### src/rtl/fetch_pkg.sv
// fetch_pkg: shared state/select encodings and boot constants for the fetch sequencer.
package fetch_pkg;
    typedef enum logic [2:0] {BOOT, REQ, WAIT, HOLD, FLUSH} state_t;
    typedef enum logic [1:0] {SEL_SEQ, SEL_REDIR, SEL_TRAP, SEL_BOOT} pc_sel_t;
    localparam logic [63:0] RESET_VEC = 64'h8000_0000;
    localparam int ILEN_BYTES = 4;
endpackage

### src/rtl/fetch_ctrl.sv
// fetch_ctrl: PC update arbitration and single-outstanding imem fetch with a one-entry decode buffer.
module fetch_ctrl #(
    parameter logic [63:0] RESET_VEC = fetch_pkg::RESET_VEC,
    parameter int ILEN_BYTES = fetch_pkg::ILEN_BYTES,
    parameter int CNT_W = 32
) (
    input  logic             clk,
    input  logic             rst_n,
    input  logic [63:0]      pc_rdata,
    output logic             pc_we,
    output logic [63:0]      pc_wdata,
    output logic             imem_req_valid,
    input  logic             imem_req_ready,
    output logic [63:0]      imem_req_addr,
    input  logic             imem_resp_valid,
    input  logic [31:0]      imem_resp_data,
    output logic             if_valid,
    input  logic             if_ready,
    output logic [63:0]      if_pc,
    output logic [31:0]      if_instr,
    input  logic             redirect_valid,
    input  logic [63:0]      redirect_pc,
    input  logic             trap_valid,
    input  logic [63:0]      trap_pc,
    input  logic             halt,
    output logic [CNT_W-1:0] fetch_cnt,
    output logic [CNT_W-1:0] flush_cnt
);
    import fetch_pkg::*;
    state_t state, next;
    pc_sel_t sel;
    logic hs, flush, capture;
    assign imem_req_addr = pc_rdata;
    assign imem_req_valid = state == REQ && !halt;
    assign if_valid = state == HOLD;
    assign hs = imem_req_valid && imem_req_ready;
    assign flush = state != BOOT && (trap_valid || redirect_valid);
    assign capture = state == WAIT && imem_resp_valid && !flush;
    // a response landing in the same cycle as a flush retires the outstanding request, so no FLUSH wait is needed
    always_comb begin
        sel = state == BOOT ? SEL_BOOT : trap_valid ? SEL_TRAP : redirect_valid ? SEL_REDIR : SEL_SEQ;
        pc_we = (state == BOOT && rst_n) || flush || (if_valid && if_ready);
        pc_wdata = sel == SEL_BOOT ? RESET_VEC : sel == SEL_TRAP ? trap_pc :
                   sel == SEL_REDIR ? redirect_pc : pc_rdata + 64'(ILEN_BYTES);
        next = state;
        case (state)
            BOOT:    next = REQ;
            REQ:     next = hs ? WAIT : REQ;
            WAIT:    next = imem_resp_valid ? HOLD : WAIT;
            HOLD:    next = if_ready ? REQ : HOLD;
            FLUSH:   next = imem_resp_valid ? REQ : FLUSH;
            default: next = BOOT;
        endcase
        if (flush)
            next = (hs || ((state == WAIT || state == FLUSH) && !imem_resp_valid)) ? FLUSH : REQ;
    end
    always_ff @(posedge clk or negedge rst_n) begin
        if (!rst_n) begin
            state <= BOOT;
            if_pc <= '0;
            if_instr <= '0;
            fetch_cnt <= '0;
            flush_cnt <= '0;
        end else begin
            state <= next;
            if (capture) begin
                if_pc <= pc_rdata;
                if_instr <= imem_resp_data;
            end
            if (if_valid && if_ready)
                fetch_cnt <= fetch_cnt + CNT_W'(1);
            if (flush)
                flush_cnt <= flush_cnt + CNT_W'(1);
        end
    end
endmodule

### config.mk
export PLATFORM = sky130hd
export DESIGN_NAME = fetch_ctrl
export DESIGN_NICKNAME = d
export VERILOG_FILES = /design/src/rtl/fetch_pkg.sv /design/src/rtl/fetch_ctrl.sv
export SDC_FILE = /design/constraint.sdc
export NUM_CORES = 1
export LEC_CHECK = 0
export BUFFER_PORTS_ARGS = -buffer_cell sky130_fd_sc_hd__buf_2
export CORE_AREA = 2 2 202 204
export DETAILED_ROUTE_END_ITERATION = 10
export DIE_AREA = 0 0 204 206
export GPL_ROUTABILITY_DRIVEN = 0
export GPL_TIMING_DRIVEN = 0
export PLACE_DENSITY = 0.57
export SLEW_MARGIN = 20
export SYNTH_ARGS = -nofsm -noshare
export SYNTH_HDL_FRONTEND = slang
export SYNTH_SLANG_ARGS = --single-unit
### constraint.sdc
create_clock -name clk -period 2.3 [get_ports clk]
set_input_delay 0.46 -clock clk [delete_from_list [all_inputs] [get_ports clk]]
set_output_delay 0.46 -clock clk [all_outputs]
set_load 0.01 [all_outputs]
==> flow_summary_export.csv <==
group,metric,value,unit
min_path,hp-start,"imem_resp_data[31]",
floorplanning,rows,74,
timing,max_freq,0.369,GHz
timing,fin_setup_tns,-13.55,ns
route,routed_wl,49100,µm
yosys,synth_top_area_share,41.7,%
pwr,intPower,0.00582,W
yosys,synth_edf_count,0,
timing,clock_skew,0.0111,ns
critical_path,start_kind,"primary input",
timing,slew_viol_final,0,
pwr,p_switching,0.00290,W
yosys,ys_seq_elements,163,
run,maxCapViolations,0,
critical_path,reg2reg_depth,9,
yosys,ys_seq_area_share,41.7,%
critical_path,critPathSlowestCell,"nor4_4",
yosys,mappedNetlistNets,1198,
min_path,holdPathStages,2,
placed_design,pre_cts_ws,-1.26,ns
global_route,grt_max_degree,92,
min_path,hold_class,"in -> reg",
yosys,synth_common_cells,"dfrtp_1 (163), nand2_1 (90), xnor2_1 (90)",
timing,fin_ws,-0.410,ns
global_route,antenna_found_initial,12,
layout,fillers,4008,
yosys,synth_ff_type,"dfrtp_1",
timing,tightest_slew,0.856,ns
floorplanning,die_area,42000,µm²
critical_path,critPathCaptureType,"primary output",
yosys,avgSynthCellArea,10.2,µm²
pwr,netSwitchingFraction,33.2,%
timing,rsz0062_at_grt,"true",
floorplanning,die_h,206,µm
yosys,synthTopCellsByArea,"dfrtp_1 (42%), mux2_2 (10%), xnor2_1 (8.1%), buf_4 (5.2%), nand2_1 (3.5%)",
cts,htree_levels,4,
route,vias_per_cell,4.83,
timing,fin_crit,2.71,ns
cts,cts_buffer_depth,2,
critical_path,r2r-start,"state[0]$_DFF_PN0_",
floorplanning,core,40200,µm²
timing,relSlewSlack,42.9,%
cts,cts_root_buf,"clkbuf_16",
status,violations,"negative setup slack",
pwr,peakVddDrop,0.527,mV
pwr,clkPwrFrac,33.6,%
floorplanning,start_util,24.3,%
timing,finalHoldViolCount,0,
layout,final_cells,2154,
pwr,power.leakage,8.56,nW
route,dr.pass1.iters,7,
cts,cts_tree,"yes",
yosys,ys_warn_count,0,
global_route,grt_pass1_vias,10015,
yosys,synth.most_common_cell,"dfrtp_1",
pwr,pwr-share-comb,30.0,%
critical_path,critPathRequiredTime,1.84,ns
critical_path,critPathMaxStageDelay,0.29,ns
yosys,yosysUniqueCellTypes,55,
placed_design,dp_hpwl,37400,µm
critical_path,arrival,2.25,ns
layout,fin_nets,1837,
floorplanning,io_pins,523,
critical_path,startpoint,"pc_rdata[33]",
cts,cts_made_buffers,17,
min_path,min_to,"if_instr[31]$_DFFE_PN0P_",
route,ant_nets,0,
route,post_drt_wl_per_cell,22.8,µm
status,status,"finished with violations",
pwr,powerDensity,533,nW/µm²
cts,clock_latency,0.46,ns
floorplanning,die_w,204,µm
critical_path,critical_path.max_fanout,8,
yosys,syn_inst,963,
global_route,grt-ovfl-total,0,
critical_path,cp_num_buf_inv,3,
layout,areaGrowthSynthToFinish,67.4,%
placed_design,port_buffers,522,
route,drcViolationCount,0,
route,vias,10398,
pwr,pwr-share-seq,36.3,%
placed_design,place.detailed.instances,2018,
critical_path,r2r_end,"fetch_cnt[23]$_DFFE_PN0P_",
critical_path,cp_top_family,"simple AND/OR/NAND/NOR gates",
critical_path,rrSetupSlack,0.13,ns
timing,finalCritPeriodShare,118,%
timing,setup_violations,61,
global_route,grt_first_pass_wirelength,67900,µm
critical_path,path_cells,"clkbuf_4 > and3_1 > and3_4 > nand4_4 > buf_12 > nor4_4 > xnor2_1 > o22ai_1 > buf_2",
route,drt-initial-drc-count,577,
yosys,async_reset_ff_share,100,%
critical_path,worstSetupPathType,"in -> out",
cts,clk_pin_slew_worst_paths,0.08,ns
layout,final_layout_size_suffix_gt1_share,60.7,%
yosys,syn_area,9780,µm²
cts,clock_sinks,163,
yosys,yosys.area.top_type,"dfrtp_1",
global_route,track_usage,22.4,%
-- layout by cell type (no fill, tap or decap), types with 7 or more instances in the layout --
cell type,n
nand4_4,7
o21ai_0,13
clkbuf_16,26
nor2_1,32
a222oi_1,9
buf_8,21
and3_1,17
a22oi_1,19
nand3_2,8
mux2i_1,10
nand2_1,84
buf_6,56
a21oi_2,11
xnor2_1,74
nand3_1,27
buf_12,20
buf_2,470
dfrtp_1,163
nor3_1,8
mux2_2,87
nor3_4,14
xor2_1,25
clkbuf_1,11
a21oi_1,31
inv_1,18
nor2_4,11
o22ai_2,8
nand4_1,27
o21ai_1,12
nor4_4,18
o22ai_1,9
clkbuf_2,7
buf_4,123
diode_2,7
xnor2_2,14
clkbuf_4,7
-- logic make-up after synthesis --
family          synth area share [%]
mux                             11.0
simple gates                    18.8
buf+inv                         7.76
fa+ha+maj                      0.384
compound gates                  9.95
flops                           41.7
xor+xnor                        10.4
-- registers in the layout, indices dropped and copies added, names as in the netlist --
signal	count
if_pc	64
state	3
if_instr	32
fetch_cnt	32
flush_cnt	32
-- per-stage QoR --
stage	instance area, µm²	hold slack [ns]	util, %	power [W]
floorplan	9820	0.164	-	0.00412
global placement	13100	0.459	32.6	0.00521
detailed placement	13100	0.465	32.7	0.00524
CTS	15400	0.190	38.3	0.00862
global route	16400	0.205	40.7	0.00911
finish	16400	0.225	40.7	0.00872
-- final cells by class --
type	instances	area [µm²]	share of cell area [%]
Clock buffer	19	443	2.71
Multi-Input combinational cell	669	5880	35.9
Clock inverter	13	141	0.864
Tap cell	532	666	4.07
Inverter	19	71.3	0.436
Timing Repair Buffer	621	4150	25.4
Antenna cell	7	17.5	0.107
Buffer	111	922	5.63
Sequential cell	163	4080	24.9
-- worst register-to-register path: stages (launching register included) --
cell and delay (ns):
dfrtp_1 0.37, buf_6 0.13, buf_4 0.15, nand4b_4 0.17, nor3_1 0.36, nand2_1 0.20, nor3_4 0.26, buf_12 0.15
nand4_1 0.12, xnor2_1 0.14
-- power groups by stage --
stage	clock network, W	logic [W]	registers [W]
floorplan	0	0.000854	0.00327
global route	0.00313	0.00279	0.00319
finish	0.00293	0.00262	0.00317
global placement	0	0.00200	0.00321
detailed placement	0	0.00202	0.00322
CTS	0.00302	0.00244	0.00316
-- layer usage --
metal  vias to the layer above  routed length [µm]  GRT usage [%]
met2                       477               24600           38.9
met4                         4                1600           8.07
met3                        70                3480           5.55
li1                       4691                   -              -
met1                      5156               19400           26.9
met5                         -                  24              0
-- worst max-delay path by stage --
stage,to,slack (ns),depth (start not counted)
after floorplan,pc_wdata[42],-0.03,7
after global placement,pc_we,-2.87,4
after detailed placement,pc_wdata[38],-1.26,8
after CTS,pc_wdata[47],-0.46,9
after global routing,pc_wdata[47],-0.49,9
final,pc_wdata[63],-0.41,9
-- what timing repair did --
action	4_1_cts	5_1_grt
gates cloned	4	5
setup buffers	56	39
hold buffers	2	0
pin swaps	70	107
gates resized for setup	274	144
setup endpoints to repair	162	79
endpoints found under the hold margin	28	0
Note: power is estimated with default switching activity, not from simulation.
